### src/rtl/div_ratio_detector_if.sv
// rtl/div_ratio_detector_if.sv - signal bundle between a divided-clock source and its ratio detector
//
// Purpose: carries the divided signal into the detector and the measurement results back out.
// Signals:
//    sig_in     divided signal, synchronous to the detector clock
//    period     last rising-to-rising interval in clock cycles
//    high_time  clock cycles sig_in was high within that interval
//    valid      one-cycle pulse when period/high_time update
//    locked     level, ratio stable
//    err        one-cycle pulse, period changed while locked
//    timeout    one-cycle pulse, no rising edge for 2^CNT_W-1 cycles
// Modports:
//    master     detector side (samples sig_in, drives results)
//    slave      source/observer side (drives sig_in, reads results)
interface div_ratio_detector_if #(
   parameter int CNT_W = 8
);
   logic             sig_in;
   logic [CNT_W-1:0] period;
   logic [CNT_W-1:0] high_time;
   logic             valid;
   logic             locked;
   logic             err;
   logic             timeout;

   modport master (
      input  sig_in,
      output period, high_time, valid, locked, err, timeout
   );

   modport slave (
      output sig_in,
      input  period, high_time, valid, locked, err, timeout
   );
endinterface

### src/rtl/div_ratio_detector.sv
// rtl/div_ratio_detector.sv - measures period and high time of a divided clock and tracks ratio lock
//
// Purpose: samples sig_in in the clk domain, measures each rising-to-rising interval and the
// number of high samples in it, declares lock after LOCK_CNT consecutive identical periods
// following a reference capture, and flags ratio changes and loss of signal.
// Ports:
//    clk   system clock, all logic on the rising edge
//    rst   synchronous active-low reset
//    bus   div_ratio_detector_if.master (sig_in in; period, high_time, valid, locked, err, timeout out)
module div_ratio_detector #(
   parameter int CNT_W    = 8,
   parameter int LOCK_CNT = 4
) (
   input logic                clk,
   input logic                rst,
   div_ratio_detector_if.master bus
);
   localparam logic [CNT_W-1:0] CNT_MAX = '1;
   localparam int               MW      = $clog2(LOCK_CNT + 1);

   typedef enum logic [1:0] {IDLE, MEASURE, LOCKED} state_t;

   state_t           state, state_nxt;
   logic             sig_d;
   logic             rise;
   logic [CNT_W-1:0] cnt;
   logic [CNT_W-1:0] hacc;
   logic [CNT_W-1:0] period_q;
   logic [CNT_W-1:0] high_q;
   logic             valid_q, locked_q, err_q, timeout_q;
   logic [MW-1:0]    match, match_nxt;
   logic             have_cap, have_cap_nxt;
   logic             locked_nxt, err_nxt, timeout_nxt, capture;

   assign rise = bus.sig_in & ~sig_d;

   always_comb begin
      state_nxt    = state;
      match_nxt    = match;
      have_cap_nxt = have_cap;
      locked_nxt   = locked_q;
      err_nxt      = 1'b0;
      timeout_nxt  = 1'b0;
      capture      = 1'b0;
      case (state)
         IDLE: begin
            // First rise after idle only starts the interval; nothing to capture yet.
            if (rise) state_nxt = MEASURE;
         end
         MEASURE: begin
            if (rise) begin
               capture      = 1'b1;
               have_cap_nxt = 1'b1;
               // The very first capture has no reference to compare against.
               if (have_cap && cnt == period_q) match_nxt = match + 1'b1;
               else                             match_nxt = '0;
               if (match_nxt == MW'(LOCK_CNT)) begin
                  state_nxt  = LOCKED;
                  locked_nxt = 1'b1;
               end
            end
         end
         LOCKED: begin
            if (rise) begin
               capture = 1'b1;
               // A differing period drops lock and becomes the new reference.
               if (cnt != period_q) begin
                  err_nxt    = 1'b1;
                  locked_nxt = 1'b0;
                  match_nxt  = '0;
                  state_nxt  = MEASURE;
               end
            end
         end
         default: state_nxt = IDLE;
      endcase
      // Saturated counter without a rise this cycle means the signal is gone.
      // A rise in the same cycle takes precedence and captures the full-scale period.
      if (state != IDLE && !rise && cnt == CNT_MAX) begin
         timeout_nxt  = 1'b1;
         locked_nxt   = 1'b0;
         match_nxt    = '0;
         have_cap_nxt = 1'b0;
         state_nxt    = IDLE;
      end
   end

   always_ff @(posedge clk) begin
      if (!rst) begin
         state     <= IDLE;
         sig_d     <= 1'b1;   // a level already high out of reset is not an edge
         cnt       <= '0;
         hacc      <= '0;
         period_q  <= '0;
         high_q    <= '0;
         valid_q   <= 1'b0;
         locked_q  <= 1'b0;
         err_q     <= 1'b0;
         timeout_q <= 1'b0;
         match     <= '0;
         have_cap  <= 1'b0;
      end else begin
         state     <= state_nxt;
         sig_d     <= bus.sig_in;
         match     <= match_nxt;
         have_cap  <= have_cap_nxt;
         valid_q   <= capture;
         locked_q  <= locked_nxt;
         err_q     <= err_nxt;
         timeout_q <= timeout_nxt;
         if (capture) begin
            period_q <= cnt;
            high_q   <= hacc;
         end
         if (rise) begin
            cnt  <= CNT_W'(1);
            hacc <= CNT_W'(1);
         end else begin
            if (cnt != CNT_MAX)                  cnt  <= cnt + 1'b1;
            if (bus.sig_in && hacc != CNT_MAX)   hacc <= hacc + 1'b1;
         end
      end
   end

   assign bus.period    = period_q;
   assign bus.high_time = high_q;
   assign bus.valid     = valid_q;
   assign bus.locked    = locked_q;
   assign bus.err       = err_q;
   assign bus.timeout   = timeout_q;
endmodule
### src/flat_wrapper.sv
// flat-port wrapper written by rule: the top's interface ports become plain ports
module div_ratio_detector_flat 
#(
   parameter int CNT_W    = 8,
   parameter int LOCK_CNT = 4
)
  (clk, rst, bus_sig_in, bus_period, bus_high_time, bus_valid, bus_locked, bus_err, bus_timeout);
  div_ratio_detector_if #(.CNT_W(CNT_W)) bus_i ();
  input logic clk;
  input logic rst;
  input wire logic [$bits(bus_i.sig_in)-1:0] bus_sig_in;
  output wire logic [$bits(bus_i.period)-1:0] bus_period;
  output wire logic [$bits(bus_i.high_time)-1:0] bus_high_time;
  output wire logic [$bits(bus_i.valid)-1:0] bus_valid;
  output wire logic [$bits(bus_i.locked)-1:0] bus_locked;
  output wire logic [$bits(bus_i.err)-1:0] bus_err;
  output wire logic [$bits(bus_i.timeout)-1:0] bus_timeout;
  assign bus_i.sig_in = bus_sig_in;
  assign bus_period = bus_i.period;
  assign bus_high_time = bus_i.high_time;
  assign bus_valid = bus_i.valid;
  assign bus_locked = bus_i.locked;
  assign bus_err = bus_i.err;
  assign bus_timeout = bus_i.timeout;
  div_ratio_detector #(.CNT_W(CNT_W), .LOCK_CNT(LOCK_CNT)) u_core (.clk(clk), .rst(rst), .bus(bus_i));
endmodule
### config.mk
export PLATFORM = sky130hd
export DESIGN_NAME = div_ratio_detector_flat
export DESIGN_NICKNAME = d
export VERILOG_FILES = /design/src/rtl/div_ratio_detector_if.sv /design/src/rtl/div_ratio_detector.sv /design/src/flat_wrapper.sv
export SDC_FILE = /design/constraint.sdc
export NUM_CORES = 1
export LEC_CHECK = 0
export ABC_AREA = 1
export BUFFER_PORTS_ARGS = -buffer_cell sky130_fd_sc_hd__buf_2
export CAP_MARGIN = 30
export CELL_PAD_IN_SITES_DETAIL_PLACEMENT = 1
export CELL_PAD_IN_SITES_GLOBAL_PLACEMENT = 1
export CORE_ASPECT_RATIO = 1.4
export CORE_UTILIZATION = 42
export DETAILED_ROUTE_END_ITERATION = 8
export PLACE_DENSITY = 0.79
export SYNTH_ARGS = -nofsm -noshare
export SYNTH_HDL_FRONTEND = slang
export SYNTH_SLANG_ARGS = --single-unit
### constraint.sdc
create_clock -name clk -period 2 [get_ports clk]
set_clock_uncertainty 0.05 [all_clocks]
set_input_delay 0 -clock clk [delete_from_list [all_inputs] [get_ports clk]]
set_output_delay 0 -clock clk [all_outputs]
set_load 0.005 [all_outputs]
==> out/metrics.csv <==
stage,metric,value,unit
pwr,Logic pwr share,35.8,%
clock_tree,post-CTS setup buffer count,0,
yosys,number of enable flip-flop cells after synthesis,0,
sta,Fin Hold WS,0.0157,ns
pwr,pwr/cell area,1040,nW/um^2
floorplanning,row count,30,
global_routing,initial antenna violation count,0,
global_routing,number of global-route vias before repair,1863,
pwr,Internal,1570,uW
worst_setup_path,CP Class,reg2reg,
pwr,Lkg Pwr,0.00105,uW
worst_setup_path,reg2reg start,u_core.cnt[0],
global_routing,Global Route Usage Sum,20.8,%
clock_tree,Clock Sinks,43,
worst_setup_path,worst path cell trace,"ha_1, nand2_1, nor3_2, nand2_1, nor2_4, nand3_1, nand2_1, inv_1, nand2_1, a21oi_2",
cells_and_area,P&R area growth vs syn,15.5,%
cells_and_area,Final Instance Area,2410,um^2
sta,final slew viol count,0,
sta,Tmin final,1.79,ns
worst_hold_path,HP Class,in2reg,
worst_setup_path,Critical Path Source,u_core.cnt[0],
yosys,post-synthesis xor/xnor area fraction,2.10,%
yosys,main combinational cell family by area after synthesis,simple AND/OR/NAND/NOR gates,
placed_design,RD Place Congestion,0.796,
placed_design,post-placement cell area,2290,um^2
yosys,post-synthesis compound-gate area fraction,14.7,%
drt,DRT iter0 DRCs,53,
drt,Routed WL,4830,um
cells_and_area,"most common cell after layout, fill and taps aside",nand2_1,
yosys,syn_nets,294,
clock_tree,clk_lat worst skew,0.29,ns
yosys,dominant synthesized flop cell,dfxtp_1,
worst_setup_path,internal reg-to-reg setup slack,0.21,ns
yosys,post-synthesis cell type count,36,
clock_tree,CTS tree,built,
placed_design,port bufs,22,
yosys,simple-gate share of the synthesized area,27.6,%
yosys,register bit total from synthesis,43,
floorplanning,Die ar.,5250,um^2
sta,Final setup violation count,0,
floorplanning,Core ar.,4800,um^2
clock_tree,clk buf depth,2,
worst_setup_path,Required @ worst endpoint,2.14,ns
cells_and_area,"commonest cells after routing, fill and taps aside","nand2_1, dfxtp_1, inv_1, a21oi_1, buf_2",
drt,Avg WL per Cell,12.7,um
sta,worst-margin pin slew,0.351,ns
drt,DRC errors left,0,
sta,PnR worst setup slack,0.208,ns
cells_and_area,nets@finish,325,
placed_design,post-place setup slack,0.202,ns
yosys,sequential share of the synthesized area,41.3,%
drt,via count,1899,
yosys,Avg Inst Size Synth,7.34,um^2
cells_and_area,share of layout cells above drive strength 1,18.0,%
yosys,Synth area leader,dfxtp_1,
sta,RSZ-0062 raised after global routing,false,
sta,Sum Neg Setup Slack,0,ns
pwr,maximum vdd drop,0.371,mV
job,max-cap viol count,0,
yosys,asr flop ratio synth,0,%
global_routing,global-route wire length before repair,8240,um
sta,Fin. Hold Viols,0,
worst_setup_path,Crit Path Max Fanout,7,
worst_setup_path,Bufs and invs on worst path,1,
global_routing,largest net degree at the start of global routing,26,
global_routing,GRT Residual Overflow,0,
cells_and_area,Antenna diodes,0,
floorplanning,Initial Util,43.4,%
yosys,post-synth top area share,41.3,%
pwr,Clk pwr share,24.0,%
worst_setup_path,"CP delay by family, top",simple AND/OR/NAND/NOR gates,
drt,1st-pass router iterations,4,
sta,FMAX,558,MHz
worst_setup_path,CP peak stage delay,0.45,ns
yosys,most area-consuming cells after synthesis,"dfxtp_1, nand2_1, a21oi_1",
yosys,yosys warns,0,
clock_tree,CTS root buf,clkbuf_8,
placed_design,post-DP HPWL,3650,um
floorplanning,DIE HEIGHT,85.4,um
worst_setup_path,worst path arrival time,1.93,ns
worst_setup_path,CP max stage cell,dfxtp_1,
yosys,multiplexer area fraction after synthesis,0,%
pwr,Switching Fraction,37.2,%
yosys,adder-cell share of the synthesized area,4.20,%
worst_hold_path,Worst Hold Launch,rst,
clock_tree,H-Tree Depth,2,
sta,Slew HR,76.6,%
worst_setup_path,CP dominant cell by count,nand2_1,
yosys,Cells after Synth,284,
drt,antenna-violating nets left,0,
floorplanning,die width,61.5,um
clock_tree,CTS buffer count,5,
yosys,Mapped Area,2080,um^2
worst_setup_path,Critical Path Sink Type,flip-flop,
pwr,sequential power share,40.2,%
pwr,Net Sw Power,929,uW
worst_setup_path,Startpoint Class,flip-flop,
run_status,run status,finished clean,
drt,via/cell ratio,5.00,
sta,ratio of final minimum period to clock period,89.6,%
floorplanning,# IOs,23,
clock_tree,clock edge transition at the registers on the reported setup and hold paths,0.08,ns
synth_stat cells, types with 2 or more instances:
cell	number
nand2_2	2
nand4_1	8
xor2_1	3
inv_1	33
nor2_1	15
ha_1	7
xnor2_1	2
o21ai_0	15
a21oi_1	31
dfxtp_1	43
nand3_1	17
inv_2	7
nor2_4	2
clkbuf_1	3
buf_2	2
buf_4	2
nand2_1	70
nand2_4	2
nor3_1	3
metal layers:
metal	wire length [um]	track usage, %
met1	2090	25.1
met2	2590	36.8
met3	88	4.12
met4	63	4.85
met5	0	0
what timing repair did:
item                                    CTS  global route
hold buffers                              2             0
endpoints found under the hold margin     1             0
gates resized for setup                   0             0
endpoints found under the setup margin    0             0
sequential cells by signal, summed over array words and instances, names as in the netlist:
| register | flops |
|---|---|
| u_core.bus.err | 1 |
| u_core.bus.high_time | 8 |
| u_core.bus.locked | 1 |
| u_core.bus.period | 8 |
| u_core.bus.timeout | 1 |
| u_core.bus.valid | 1 |
| u_core.cnt | 8 |
| u_core.hacc | 8 |
| u_core.have_cap | 1 |
| u_core.match | 3 |
| u_core.sig_d | 1 |
| u_core.state | 2 |
worst reg2reg max path: cells and delay by family (launching register included):
kind	cells	cell delay (ns)
adders and majority gates	1	0.24
buffers and inverters	1	0.08
and+or+nand+nor	7	0.84
DFF	1	0.45
AOI/OAI and AO/OA	1	0.03
layout make-up:
class / count / area [um^2]
Clock buffer: 8 / 100
Fill cell: 654 / 2400
Inverter: 42 / 163
Multi-Input combinational cell: 191 / 1010
Sequential cell: 43 / 861
Tap cell: 64 / 80.1
Timing Repair Buffer: 32 / 190
power by group through the flow:
stage | logic [uW] | registers [uW] | clock network, uW
3_3_place_gp | 887 | 1020 | 0
2_1_floorplan | 663 | 1010 | 0
6_report | 894 | 1000 | 601
4_1_cts | 918 | 1000 | 618
3_5_place_dp | 913 | 1020 | 0
5_1_grt | 1030 | 1020 | 658
final timing paths:
check | to | cells past startpoint
setup reg to reg | u_core.state[1] | 10
setup / recovery | u_core.state[1] | 10
hold reg to reg | u_core.bus.high_time[3] | 2
hold / removal | u_core.bus.period[3] | 3
cells by family after synthesis:
kind of cell	Yosys count
xor gates and xnor gates	5
buffers and inverters	50
AOI/OAI and AO/OA	53
DFF	43
and+or+nand+nor	126
adders and majority gates	7
stage by stage:
stage | power, uW | utilization [%] | instances
finish | 2500 | 50.1 | 380
global route | 2700 | 50.1 | 380
detailed placement | 1940 | 47.6 | 370
floorplan | 1680 | - | 284
global placement | 1910 | 47.6 | 370
CTS | 2540 | 50.1 | 380
No activity file was read; power rests on OpenSTA's default activity.
